**src/rtl/dp_stream_collector_pkg.sv**
```systemverilog
// -----------------------------------------------------------------------------
// dp_stream_collector_pkg
// Shared constants for the data_path output stage.
//   PHIT_SIZE    width of one data_path stream_out phit
//   DP_PIPE_LAT  cycles from issue at data_path inputs to result on stream_out
//   DEF_DEPTH    default number of buffer slots in the collector
//   out_src_e    where the output register reloads from in a given cycle
// -----------------------------------------------------------------------------
package dp_stream_collector_pkg;

   localparam int PHIT_SIZE   = 64;
   localparam int DP_PIPE_LAT = 4;
   localparam int DEF_DEPTH   = 16;

   typedef enum logic [1:0] {
      SRC_NONE   = 2'd0,  // nothing available, output register goes empty/holds
      SRC_FIFO   = 2'd1,  // pop the FIFO head
      SRC_BYPASS = 2'd2   // FIFO empty: take the phit being captured this edge
   } out_src_e;

endpackage

```
**src/rtl/dp_stream_collector_sync_fifo.sv**
```systemverilog
// -----------------------------------------------------------------------------
// dp_stream_collector_sync_fifo
// Single-clock FIFO with registered pointers and synchronous active-high reset.
// ENTRIES need not be a power of two; pointers wrap explicitly at ENTRIES.
// Ports:
//   clk, rst   clock / synchronous reset (clears pointers and count)
//   push_i     write data_i this edge (must not be full unless also popping)
//   data_i     write data
//   pop_i      advance read pointer this edge (must not be empty)
//   data_o     current head entry (valid when !empty_o)
//   empty_o    no entries stored
//   full_o     ENTRIES entries stored
// -----------------------------------------------------------------------------
module dp_stream_collector_sync_fifo #(
   parameter int WIDTH   = 65,
   parameter int ENTRIES = 15
) (
   input  logic             clk,
   input  logic             rst,
   input  logic             push_i,
   input  logic [WIDTH-1:0] data_i,
   input  logic             pop_i,
   output logic [WIDTH-1:0] data_o,
   output logic             empty_o,
   output logic             full_o
);

   localparam int PTR_W = (ENTRIES > 1) ? $clog2(ENTRIES) : 1;
   localparam int CNT_W = $clog2(ENTRIES + 1);

   logic [WIDTH-1:0] mem_q [ENTRIES];
   logic [PTR_W-1:0] wr_ptr_q, wr_ptr_d;
   logic [PTR_W-1:0] rd_ptr_q, rd_ptr_d;
   logic [CNT_W-1:0] cnt_q, cnt_d;

   function automatic logic [PTR_W-1:0] ptr_inc(input logic [PTR_W-1:0] p);
      return (p == PTR_W'(ENTRIES - 1)) ? '0 : p + PTR_W'(1);
   endfunction

   assign data_o  = mem_q[rd_ptr_q];
   assign empty_o = (cnt_q == '0);
   assign full_o  = (cnt_q == CNT_W'(ENTRIES));

   always_comb begin
      // NOTE: every output of a combinational block gets a default first so no
      // path through the block leaves it unassigned, which would infer a latch.
      wr_ptr_d = wr_ptr_q;
      rd_ptr_d = rd_ptr_q;
      cnt_d    = cnt_q;
      if (push_i) wr_ptr_d = ptr_inc(wr_ptr_q);
      if (pop_i)  rd_ptr_d = ptr_inc(rd_ptr_q);
      case ({push_i, pop_i})
         2'b10:   cnt_d = cnt_q + CNT_W'(1);
         2'b01:   cnt_d = cnt_q - CNT_W'(1);
         default: cnt_d = cnt_q;
      endcase
   end

   // NOTE: sequential state uses non-blocking assignments so every register
   // samples pre-edge values regardless of block ordering.
   always_ff @(posedge clk) begin
      if (rst) begin
         wr_ptr_q <= '0;
         rd_ptr_q <= '0;
         cnt_q    <= '0;
      end else begin
         wr_ptr_q <= wr_ptr_d;
         rd_ptr_q <= rd_ptr_d;
         cnt_q    <= cnt_d;
      end
   end

   // NOTE: storage is deliberately not reset; the pointers/count define which
   // entries are meaningful, and leaving the array unreset lets it map to RAM.
   always_ff @(posedge clk) begin
      if (push_i) mem_q[wr_ptr_q] <= data_i;
   end

   a_no_overflow:  assert property (@(posedge clk) disable iff (rst) !(push_i && full_o && !pop_i));
   a_no_underflow: assert property (@(posedge clk) disable iff (rst) !(pop_i && empty_o));

endmodule

```
**src/rtl/dp_stream_collector.sv**
```systemverilog
// -----------------------------------------------------------------------------
// dp_stream_collector
// Output stage behind the data_path pipeline. data_path has no handshake, so
// each accepted issue is tracked through a PIPE_LAT-deep valid/last shift
// register; when a valid reaches the end, dp_data is captured into a FIFO and
// re-timed onto AXI-Stream. Credits (used_count) cover every phit in flight or
// buffered, so downstream backpressure can never drop a phit.
// Ports:
//   clk, rst        clock / synchronous active-high reset
//   issue_valid     phit presented to data_path this cycle
//   issue_last      that phit ends a message
//   issue_ready     credit available (forced 0 during reset)
//   dp_data         data_path stream_out
//   m_axis_tdata    result phit
//   m_axis_tlast    end-of-message marker
//   m_axis_tvalid   result valid
//   m_axis_tready   downstream accepts
//   used_count      credits consumed (in flight + buffered + output register)
//   proto_err       sticky: issue_valid seen while issue_ready was low
// -----------------------------------------------------------------------------
module dp_stream_collector
   import dp_stream_collector_pkg::*;
#(
   parameter  int PHIT_W   = PHIT_SIZE,
   parameter  int PIPE_LAT = DP_PIPE_LAT,
   parameter  int DEPTH    = DEF_DEPTH,
   localparam int CNT_W    = $clog2(DEPTH + 1)
) (
   input  logic              clk,
   input  logic              rst,
   input  logic              issue_valid,
   input  logic              issue_last,
   output logic              issue_ready,
   input  logic [PHIT_W-1:0] dp_data,
   output logic [PHIT_W-1:0] m_axis_tdata,
   output logic              m_axis_tlast,
   output logic              m_axis_tvalid,
   input  logic              m_axis_tready,
   output logic [CNT_W-1:0]  used_count,
   output logic              proto_err
);

   // Issue tracking shift register: bit 0 is the newest issue.
   logic [PIPE_LAT-1:0] vld_q, vld_d;
   logic [PIPE_LAT-1:0] last_q, last_d;

   logic [PHIT_W-1:0] tdata_q, tdata_d;
   logic              tlast_q, tlast_d;
   logic              tvalid_q, tvalid_d;
   logic [CNT_W-1:0]  used_q, used_d;
   logic              proto_err_q, proto_err_d;

   logic              acc;
   logic              cap;
   logic              cap_last;
   logic              load_en;
   logic              handshake;
   out_src_e          src;

   logic              fifo_push;
   logic              fifo_pop;
   logic [PHIT_W:0]   fifo_head;
   logic              fifo_empty;
   logic              fifo_full;

   // Ready depends only on the registered count, so a pop never opens a credit
   // combinationally; the freed slot shows up one cycle later.
   assign issue_ready = !rst && (used_q < CNT_W'(DEPTH));
   assign acc         = issue_valid && issue_ready;
   assign cap         = vld_q[PIPE_LAT-1];
   assign cap_last    = last_q[PIPE_LAT-1];
   assign handshake   = tvalid_q && m_axis_tready;
   assign load_en     = !tvalid_q || m_axis_tready;

   always_comb begin
      vld_d     = '0;
      last_d    = '0;
      vld_d[0]  = acc;
      last_d[0] = acc && issue_last;
      for (int i = 1; i < PIPE_LAT; i++) begin
         vld_d[i]  = vld_q[i-1];
         last_d[i] = last_q[i-1];
      end
   end

   // Output register source: the FIFO head always has priority so order is
   // preserved; the captured phit bypasses the FIFO only when it is empty.
   always_comb begin
      src = SRC_NONE;
      if (load_en) begin
         if (!fifo_empty) src = SRC_FIFO;
         else if (cap)    src = SRC_BYPASS;
      end

      fifo_pop  = (src == SRC_FIFO);
      fifo_push = cap && (src != SRC_BYPASS);

      tvalid_d = tvalid_q;
      tdata_d  = tdata_q;
      tlast_d  = tlast_q;
      if (load_en) tvalid_d = (src != SRC_NONE);
      case (src)
         SRC_FIFO:   {tlast_d, tdata_d} = fifo_head;
         SRC_BYPASS: {tlast_d, tdata_d} = {cap_last, dp_data};
         default:    ;
      endcase

      used_d      = used_q + CNT_W'(acc) - CNT_W'(handshake);
      proto_err_d = proto_err_q || (issue_valid && !issue_ready);
   end

   always_ff @(posedge clk) begin
      if (rst) begin
         vld_q       <= '0;
         last_q      <= '0;
         tdata_q     <= '0;
         tlast_q     <= 1'b0;
         tvalid_q    <= 1'b0;
         used_q      <= '0;
         proto_err_q <= 1'b0;
      end else begin
         vld_q       <= vld_d;
         last_q      <= last_d;
         tdata_q     <= tdata_d;
         tlast_q     <= tlast_d;
         tvalid_q    <= tvalid_d;
         used_q      <= used_d;
         proto_err_q <= proto_err_d;
      end
   end

   // The output register is one of the DEPTH slots, so the FIFO holds DEPTH-1.
   dp_stream_collector_sync_fifo #(
      .WIDTH   (PHIT_W + 1),
      .ENTRIES (DEPTH - 1)
   ) u_fifo (
      .clk     (clk),
      .rst     (rst),
      .push_i  (fifo_push),
      .data_i  ({cap_last, dp_data}),
      .pop_i   (fifo_pop),
      .data_o  (fifo_head),
      .empty_o (fifo_empty),
      .full_o  (fifo_full)
   );

   assign m_axis_tdata  = tdata_q;
   assign m_axis_tlast  = tlast_q;
   assign m_axis_tvalid = tvalid_q;
   assign used_count    = used_q;
   assign proto_err     = proto_err_q;

   // A full FIFO plus the output register already accounts for every credit.
   a_credit_bound: assert property (@(posedge clk) disable iff (rst) used_q <= CNT_W'(DEPTH));
   a_full_credit:  assert property (@(posedge clk) disable iff (rst) fifo_full |-> (used_q == CNT_W'(DEPTH)));

endmodule

```
**config.mk**
```make
export PLATFORM = sky130hd
export DESIGN_NAME = dp_stream_collector
export DESIGN_NICKNAME = d
export VERILOG_FILES = /design/src/rtl/dp_stream_collector_pkg.sv /design/src/rtl/dp_stream_collector_sync_fifo.sv /design/src/rtl/dp_stream_collector.sv
export SDC_FILE = /design/constraint.sdc
export NUM_CORES = 1
export LEC_CHECK = 0
export ABC_AREA = 1
export CORE_UTILIZATION = 45
export DETAILED_ROUTE_END_ITERATION = 10
export SKIP_LAST_GASP = 1
export SYNTH_ARGS = -nofsm -noshare
export SYNTH_HDL_FRONTEND = slang
export SYNTH_SLANG_ARGS = --single-unit
```
**constraint.sdc**
```tcl
create_clock -name clk -period 6.1 [get_ports clk]
set_clock_uncertainty 0.15 [all_clocks]
set_input_delay 0.61 -clock clk [delete_from_list [all_inputs] [get_ports clk]]
set_output_delay 0.61 -clock clk [all_outputs]
set_load 0.05 [all_outputs]
```
### Word level (Yosys, flattened, before mapping)

Memories as Yosys holds them, arrays and structs flattened. A register that Yosys moved wholly into a read port is not among the register bits.
Cells that the tools add are included.

* bits in registers: 92
* output and inout port bits: 73
* word-level logic and storage cells: 52
* memories: 1
* bits in writable memories: 975
* input bits: 69

Memories
* u_fifo.mem_q: words 15, bits a word 65, rd ports 1, clocked after Yosys merged registers in 1, write ports 1, RTL line dp_stream_collector_sync_fifo.sv:31 `logic [WIDTH-1:0] mem_q [ENTRIES];`

* equality and inequality tests: 7
* $add $sub $neg: 6
* multiplexer cells: 12
* reduce and logical (&&, ||, !) cells: 15
* order comparisons: 1

Operators with widths (number)
* $pmux W64 S2: 1
* $mux W4: 4
* $add A4 B1 Y4 const B: 3
* $eq A4 B4 Y1 const B: 2
* $pmux W4 S2: 1
* $logic_and A1 B1 Y1: 6
* $mux W2: 3
* $reduce_bool A2 Y1: 3
* $add A5 B1 Y5: 1
* $lt A5 B5 Y1 const B: 1
* $sub A5 B1 Y5: 1
* $eq A2 B1 Y1 const B: 2
* $eq A2 B2 Y1 const B: 2
* $logic_not A4 Y1: 1
* $sub A4 B1 Y4 const B: 1
* $logic_not A1 Y1: 3
* $logic_or A1 B1 Y1: 2
* $mux W1: 2
* $ne A2 B2 Y1 const B: 1
* $pmux W1 S2: 1

### Logic depth before layout (Yosys ltp)

Gate-level depths: netlist (run 1).

* word-level depth: 7
* gate-level depth with buffers: 15
* mapped depth without buffers: 15

### Modules after synthesis

A second synthesis (run 1) with hierarchy kept.

* cells, all modules: 3564
* area total of the unflattened synthesis: 43116.4 um^2

Modules (own cells, without submodules)
* dp_stream_collector_sync_fifo: instances 1, seq. area each 29598.4 um^2, cells an instance 3048, area an instance 39369.0 um^2
* dp_stream_collector: instances 1, seq. area each 1601.5 um^2, cells an instance 516, area an instance 3747.3 um^2

### Worst setup path before layout (run 1)

OpenSTA, ideal clock, no wires.

* kind: flip-flop to flip-flop
* from: reg tvalid_q, in the netlist m_axis_tvalid
* to: mem u_fifo.mem_q[7][0], enable pin
* required time: 5.460 ns
* setup slack: 0.922 ns
* setup time: 0.490 ns
* buffers on the path: 0
* arrival: 4.538 ns
* stages on the path, launching flop included: 12
* period minus slack after synthesis: 5.178 ns
* path through: dfxtp_1 > inv_1 > nor2_1 > inv_1 > nand3_1 > inv_1 > ha_1 > inv_1 > nand2_1 > inv_1 > nand3_1 > nor2_1

* cells in the longest elaborated chain, start to end: 7

RTL lines
* from (decl): RTL line dp_stream_collector.sv:49 `logic tvalid_q, tvalid_d;`
* from (signal assigned): RTL line dp_stream_collector.sv:126 `tvalid_q <= tvalid_d;`
* $logic_not A1 Y1: RTL line dp_stream_collector.sv:73 `assign load_en = !tvalid_q || m_axis_tready;`
* $logic_or A1 B1 Y1: RTL line dp_stream_collector.sv:73
* $mux W2: RTL line dp_stream_collector.sv:90 `if (load_en) begin`
* $ne A2 B2 Y1: RTL line dp_stream_collector.sv:96 `fifo_push = cap && (src != SRC_BYPASS);`
* $logic_and A1 B1 Y1: RTL line dp_stream_collector.sv:96
* $mux W1: RTL line dp_stream_collector_sync_fifo.sv:76 `if (push_i) mem_q[wr_ptr_q] <= data_i;`
* $mux W1 (implied by the code): RTL line dp_stream_collector_sync_fifo.sv:76
* to (decl): RTL line dp_stream_collector_sync_fifo.sv:31

Every way passes these cells.

### Final worst setup path (run 1)

* from: reg u_fifo.cnt_q[2]
* to: mem u_fifo.mem_q[5][28], enable pin

* cells in the longest elaborated chain, start to end: 7

RTL lines
* from (decl): RTL line dp_stream_collector_sync_fifo.sv:34 `logic [CNT_W-1:0] cnt_q, cnt_d;`
* from (signal assigned): RTL line dp_stream_collector_sync_fifo.sv:69 `cnt_q <= cnt_d;`
* $logic_not A4 Y1: RTL line dp_stream_collector_sync_fifo.sv:41 `assign empty_o = (cnt_q == '0);`
* $mux W2: RTL line dp_stream_collector.sv:91 `if (!fifo_empty) src = SRC_FIFO;`
* $mux W2: RTL line dp_stream_collector.sv:90
* $ne A2 B2 Y1: RTL line dp_stream_collector.sv:96
* $logic_and A1 B1 Y1: RTL line dp_stream_collector.sv:96
* $mux W1: RTL line dp_stream_collector_sync_fifo.sv:76
* $mux W1 (implied by the code): RTL line dp_stream_collector_sync_fifo.sv:76

Every way passes these cells.

==> flow_summary_export.csv, run 1 <==
group,metric,value,unit
global_route,antenna_found_initial,1,
yosys,synth_top_area_frac,0.668,
run,cap_violations,0,
worst_hold_path,hp-class,"flop to flop",
yosys,syn_area,0.0439,mm²
route,ant_nets,0,
floorplanning,initial_core_util,0.454,
global_route,grt_pass1_vias,27209,
finish,layout.nets,4014,
yosys,yosysTopAreaCell,"edfxtp_1",
floorplanning,die_w,314,µm
timing,period_share,0.677,
power_and_ir_drop,p_sw,7550,µW
clock_network,clk_latency,0.69,ns
clock_network,cts_tree,"yes",
timing,timing.fmax,0.242,GHz
timing,final_hold_viol_count,0,
yosys,syn_avg_cell_area,11.3,µm²
worst_hold_path,min_path_cells,2,
yosys,postSynthCellCount,3874,
critical_path,crit_arrival,4.31,ns
floorplanning,rows,114,
clock_network,clockBufferDepth,3,
clock_network,hold_buffers,0,
clock_network,path_clk_slew,0.06,ns
yosys,synth_enable_flop_cells,975,
yosys,synth_most_common_cell,"nand2_1",
critical_path,critPathCaptureType,"flop",
critical_path,r2r_cells,12,
clock_network,cts_buffers,109,
critical_path,critPathLaunchType,"flop",
yosys,async_flop_share,0,
status,outcome,"finished, final reports clean",
timing,rsz0062_at_grt,"no",
route,totalWireLength,110000,µm
timing,relSlewSlack,0.206,
yosys,yosysWarnings,0,
timing,timing.setup.tns,0,ns
timing,period_minus_slack,4.13,ns
route,vias,28318,
yosys,netlist_top_cells_area,"edfxtp_1 67%, nand2_1 12%, nand3_1 8.3%",
timing,finalSetupViolCount,0,
yosys,synth.cells.most_frequent,"1353 x nand2_1, 975 x edfxtp_1, 723 x nand3_1, 294 x nor2_1, 96 x dfxtp_1",
yosys,synthesis.nets,3955,
yosys,synth_cell_types,29,
yosys,synth_flop_cell,"edfxtp_1",
power_and_ir_drop,cell_internal_pwr,13900,µW
floorplanning,die_area,0.0987,mm²
route,wl_per_cell,20.8,µm
critical_path,timing_worst_setup_path_type,"flop to flop",
route,drc,0,
global_route,grt_max_degree,197,
critical_path,cp.required,6.28,ns
finish,synthToLayoutAreaGrowth,12.9,%
timing,maxSlewViolCount,0,
global_route,grt_pass1_wl,168000,µm
power_and_ir_drop,peakVddDrop,0.386,mV
power_and_ir_drop,clkPwrFrac,0.302,
power_and_ir_drop,netSwitchingFraction,0.352,
yosys,synth_seq_cells,1071,
power_and_ir_drop,p_leak,0.0180,µW
finish,final_cells,5303,
power_and_ir_drop,comb_power_share,0.297,
timing,worstMarginPinSlew,1.19,ns
placement,hpwl,56300,µm
floorplanning,ios,142,
route,avgViaCountPerCell,5.34,
route,drt-pass1-iter-count,7,
route,drt-initial-drc-count,2596,
global_route,gr-total-overflow,0,
power_and_ir_drop,p_per_area,433,mW/mm²
power_and_ir_drop,pwr-share-seq,0.401,
clock_network,post_cts_resized,0,
clock_network,cts.sinks,1071,
clock_network,h-tree-depth,3,
clock_network,cts-root-buf,"clkbuf_16",
placement,port_buffers,141,
placement,gp_congestion,0.755,
finish,drive_above_1_share,0.0788,
yosys,ys_seq_area_frac,0.711,
floorplanning,die_y,314,µm
clock_network,cts_setup_buffers,0,
floorplanning,core_area,0.0966,mm²
placement,place_inst,5098,
global_route,grt_usage,0.222,
critical_path,path_max_fanout,52,
critical_path,timing.reg2reg.setup_slack,1.97,ns
==> stage by stage <==
step | worst slack, ns | instance area (µm²) | util | total power (µW) | hold WS (ns)
floorplan | 0.922 | 43900 | - | 13600 | 0.238
CTS | 1.98 | 49500 | 0.513 | 21600 | 0.248
detailed placement | 1.37 | 46000 | 0.477 | 15100 | 0.242
global placement | 1.43 | 46000 | 0.477 | 15100 | 0.240
global route | 1.66 | 49500 | 0.513 | 22500 | 0.272
finish | 1.97 | 49500 | 0.513 | 21400 | 0.245
==> power by group through the flow <==
stage | logic [µW] | clock network, µW | registers, µW
after global routing | 7030 | 6850 | 8630
after detailed placement | 6370 | 0 | 8750
after floorplan | 4190 | 0 | 9360
final | 6370 | 6490 | 8590
after global placement | 6320 | 0 | 8750
after CTS | 6400 | 6580 | 8600
==> flip-flops by register name (all words and copies together), names as in the netlist, named ones only <==
| signal | flops |
|---|---|
| last_q | 4 |
| m_axis_tdata | 64 |
| m_axis_tlast | 1 |
| m_axis_tvalid | 1 |
| proto_err | 1 |
| u_fifo.cnt_q | 4 |
| u_fifo.mem_q | 975 |
| u_fifo.rd_ptr_q | 4 |
| u_fifo.wr_ptr_q | 4 |
| used_count | 5 |
| vld_q | 4 |
==> worst max-delay path: stages, from the launching register on <==
cell	delay (ns)
dfxtp_1	0.38
inv_1	0.08
nand3_1	0.12
nor2_1	0.08
nor2_1	0.20
inv_1	0.10
ha_1	0.24
inv_6	0.35
nand2_1	0.30
inv_1	0.24
nand3_1	0.36
nor2_4	0.73
buf_12	0.39
==> area by class of cell <==
| cell class | instances | area [µm²] |
|---|---|---|
| multi-input cells | 2518 | 11100 |
| fillers | 8327 | 47100 |
| repair buffers | 186 | 1950 |
| inverters | 47 | 225 |
| clock inverters | 64 | 539 |
| flip-flops and latches | 1071 | 31200 |
| clock buffers | 139 | 2920 |
| diodes | 2 | 5.00 |
| well taps | 1276 | 1600 |
==> final timing paths <==
check                  startpoint                   to
setup / recovery  u_fifo.cnt_q[2]  u_fifo.mem_q[5][28]
hold reg to reg         last_q[2]            last_q[3]
setup reg to reg  u_fifo.cnt_q[2]  u_fifo.mem_q[5][28]
hold / removal          last_q[2]            last_q[3]
==> kinds of logic after synthesis <==
logic type	count (synthesis)	synth area share
flops	1071	0.711
xor+xnor	4	0.000799
simple gates	2404	0.228
compound gates	98	0.0171
buf+inv	285	0.0387
fa+ha+maj	12	0.00360
==> layout by cell type, fill, tap and decap left out, drive strengths merged, types with 46 or more instances in the layout <==
master and count:
inv 49, clkinv 54, clkdlybuf4s50 140, nor2 294, dfxtp 96, edfxtp 975, a21oi 81, buf 46
nand3 723, nand2 1383, clkbuf 139
==> layer usage <==
layer / global-route usage / routed length, µm / vias up
li1: - / - / 13434
met1: 0.319 / 49300 / 13889
met2: 0.357 / 51900 / 884
met3: 0.0327 / 7140 / 111
met4: 0.0524 / 1740 / 0
met5: 0 / 0 / -
Power figures use the tool's default switching activity.
==> inputs of run 2 (changes only) <==
==> constraint.sdc (replaced) <==
create_clock -name clk -period 3.75 [get_ports clk]
set_clock_uncertainty 0.15 [all_clocks]
set_input_delay 0.375 -clock clk [delete_from_list [all_inputs] [get_ports clk]]
set_output_delay 0.375 -clock clk [all_outputs]
set_load 0.05 [all_outputs]
==> flow_summary_export.csv, run 2 (synthesized netlist as in run 1, its figures left out) <==
group,metric,value,unit
status,outcome,"finished, final reports clean",
clock_network,cts_buffers,110,
timing,setup_slack,0.572,ns
placement,place_inst,5119,
global_route,grt_usage,0.226,
critical_path,r2r_cells,12,
route,wl_per_cell,21.0,µm
timing,period_share,0.848,
timing,rsz0062_at_grt,"no",
finish,drive_above_1_share,0.0843,
critical_path,cp-startpoint,"u_fifo.cnt_q[2]",
route,highest_layer,"met4",
placement,gp_congestion,0.778,
route,drt-initial-drc-count,2709,
critical_path,reg2reg_from,"u_fifo.cnt_q[2]",
clock_network,cts-root-buf,"clkbuf_16",
critical_path,timing.reg2reg.setup_slack,0.57,ns
finish,largest_reg_flops,975,
finish,n_fill_cell,8263,
floorplanning,die_w,314,µm
route,drt-pass1-iter-count,5,
power_and_ir_drop,peakVddDrop,0.677,mV
global_route,gr-total-overflow,0,
placement,port_buffers,141,
finish,top_register,"u_fifo.mem_q",
timing,finalSetupViolCount,0,
clock_network,cts_tree,"yes",
global_route,grt_pass1_wl,170000,µm
critical_path,critPathLaunchType,"flop",
timing,period_minus_slack,3.18,ns
clock_network,cts.sinks,1071,
clock_network,h-tree-depth,3,
critical_path,path_max_fanout,10,
finish,layout.nets,4037,
floorplanning,die_area,0.0987,mm²
clock_network,clk_latency,0.67,ns
route,vias,28646,
global_route,grt_max_degree,174,
worst_hold_path,hp-class,"input pin to flop",
finish,multi_input_area,0.0111,mm²
critical_path,r2r_end,"u_fifo.mem_q[0][18]",
placement,place_ws,0.249,ns
floorplanning,rows,114,
route,route.met3.wl,7530,µm
critical_path,endpoint,"u_fifo.mem_q[0][18]",
route,ant_nets,0,
route,drc,0,
critical_path,crit_arrival,3.39,ns
floorplanning,initial_core_util,0.454,
route,avgViaCountPerCell,5.38,
clock_network,post_cts_resized,0,
finish,most-common-layout-cells,"1353 x nand2_1, 975 x edfxtp_1, 723 x nand3_1",
power_and_ir_drop,p_leak,0.0182,µW
timing,timing.fmax,0.315,GHz
floorplanning,core_area,0.0966,mm²
placement,postPlaceCellArea,0.0465,mm²
critical_path,timing_worst_setup_path_type,"flop to flop",
run,cap_violations,0,
global_route,grt_pass1_vias,27568,
clock_network,path_clk_slew,0.06,ns
timing,final_hold_viol_count,0,
finish,final_cell_area,0.0501,mm²
clock_network,clockBufferDepth,3,
route,met2_length,52700,µm
route,totalWireLength,112000,µm
critical_path,critPathCaptureType,"flop",
timing,timing.setup.tns,0,ns
floorplanning,die_y,314,µm
finish,final_cells,5324,
timing,relSlewSlack,0.364,
critical_path,cp.required,3.96,ns
worst_hold_path,min_path_cells,3,
finish,final_common_cell,"nand2_1",
finish,seq_area,0.0312,mm²
floorplanning,ios,142,
timing,maxSlewViolCount,0,
finish,synthToLayoutAreaGrowth,14.1,%
placement,hpwl,59400,µm
route,m1WireLength,49200,µm
power_and_ir_drop,p_per_area,712,mW/mm²
global_route,antenna_found_initial,2,
timing,worstMarginPinSlew,0.954,ns
## run 2: report_power, final
group	switching (µW)	internal, µW	total [µW]	leakage [µW]
clock network	4490	6480	11000	0.00177
registers	409	13500	13900	0.00956
logic	7550	3250	10800	0.00688
total	12400	23200	35600	0.0182
## run 2: worst min-delay path by stage
| stage | start | end | slack (ns) |
|---|---|---|---|
| after floorplan | last_q[0] | last_q[1] | 0.24 |
| after global placement | vld_q[0] | vld_q[1] | 0.24 |
| after detailed placement | vld_q[2] | vld_q[3] | 0.24 |
| after CTS | issue_last | last_q[0] | 0.04 |
| after global routing | issue_last | last_q[0] | 0.08 |
| final | issue_last | last_q[0] | 0.08 |
## run 2: layout make-up
class,count,share of cell area
clock buffers,144,0.0592
multi-input cells,2518,0.221
well taps,1276,0.0319
diodes,1,0.0000500
repair buffers,208,0.0473
inverters,47,0.00450
clock inverters,59,0.0125
flip-flops and latches,1071,0.624
## run 2: stage by stage
stage,utilization,hold slack [ns],power [µW]
6_report,0.518,0.0796,35600
5_1_grt,0.518,0.0845,37400
4_1_cts,0.518,0.0425,35900
3_5_place_dp,0.481,0.242,25000
3_3_place_gp,0.481,0.241,24900
2_1_floorplan,-,0.238,22100
## run 2: critical path, cell delays in order (launching register included)
cell and delay (ns):
dfxtp_1 0.37, inv_1 0.07, nand3_1 0.11, nor2_1 0.07, nor2_1 0.17, inv_1 0.09
ha_1 0.24, inv_6 0.07, nand2_1 0.07, inv_1 0.17, nand3_1 0.35, nor2_4 0.61
buf_4 0.30
## run 2: timing repair
item                                   CTS  global route
hold buffers                             1             0
buffers inserted                         0             0
endpoints found under the hold margin    2             0
## run 2: layer usage
layer | vias up | track usage
met2 | 1011 | 0.362
met5 | - | 0
met3 | 184 | 0.0337
li1 | 13490 | -
met4 | 0 | 0.0621
met1 | 13961 | 0.322
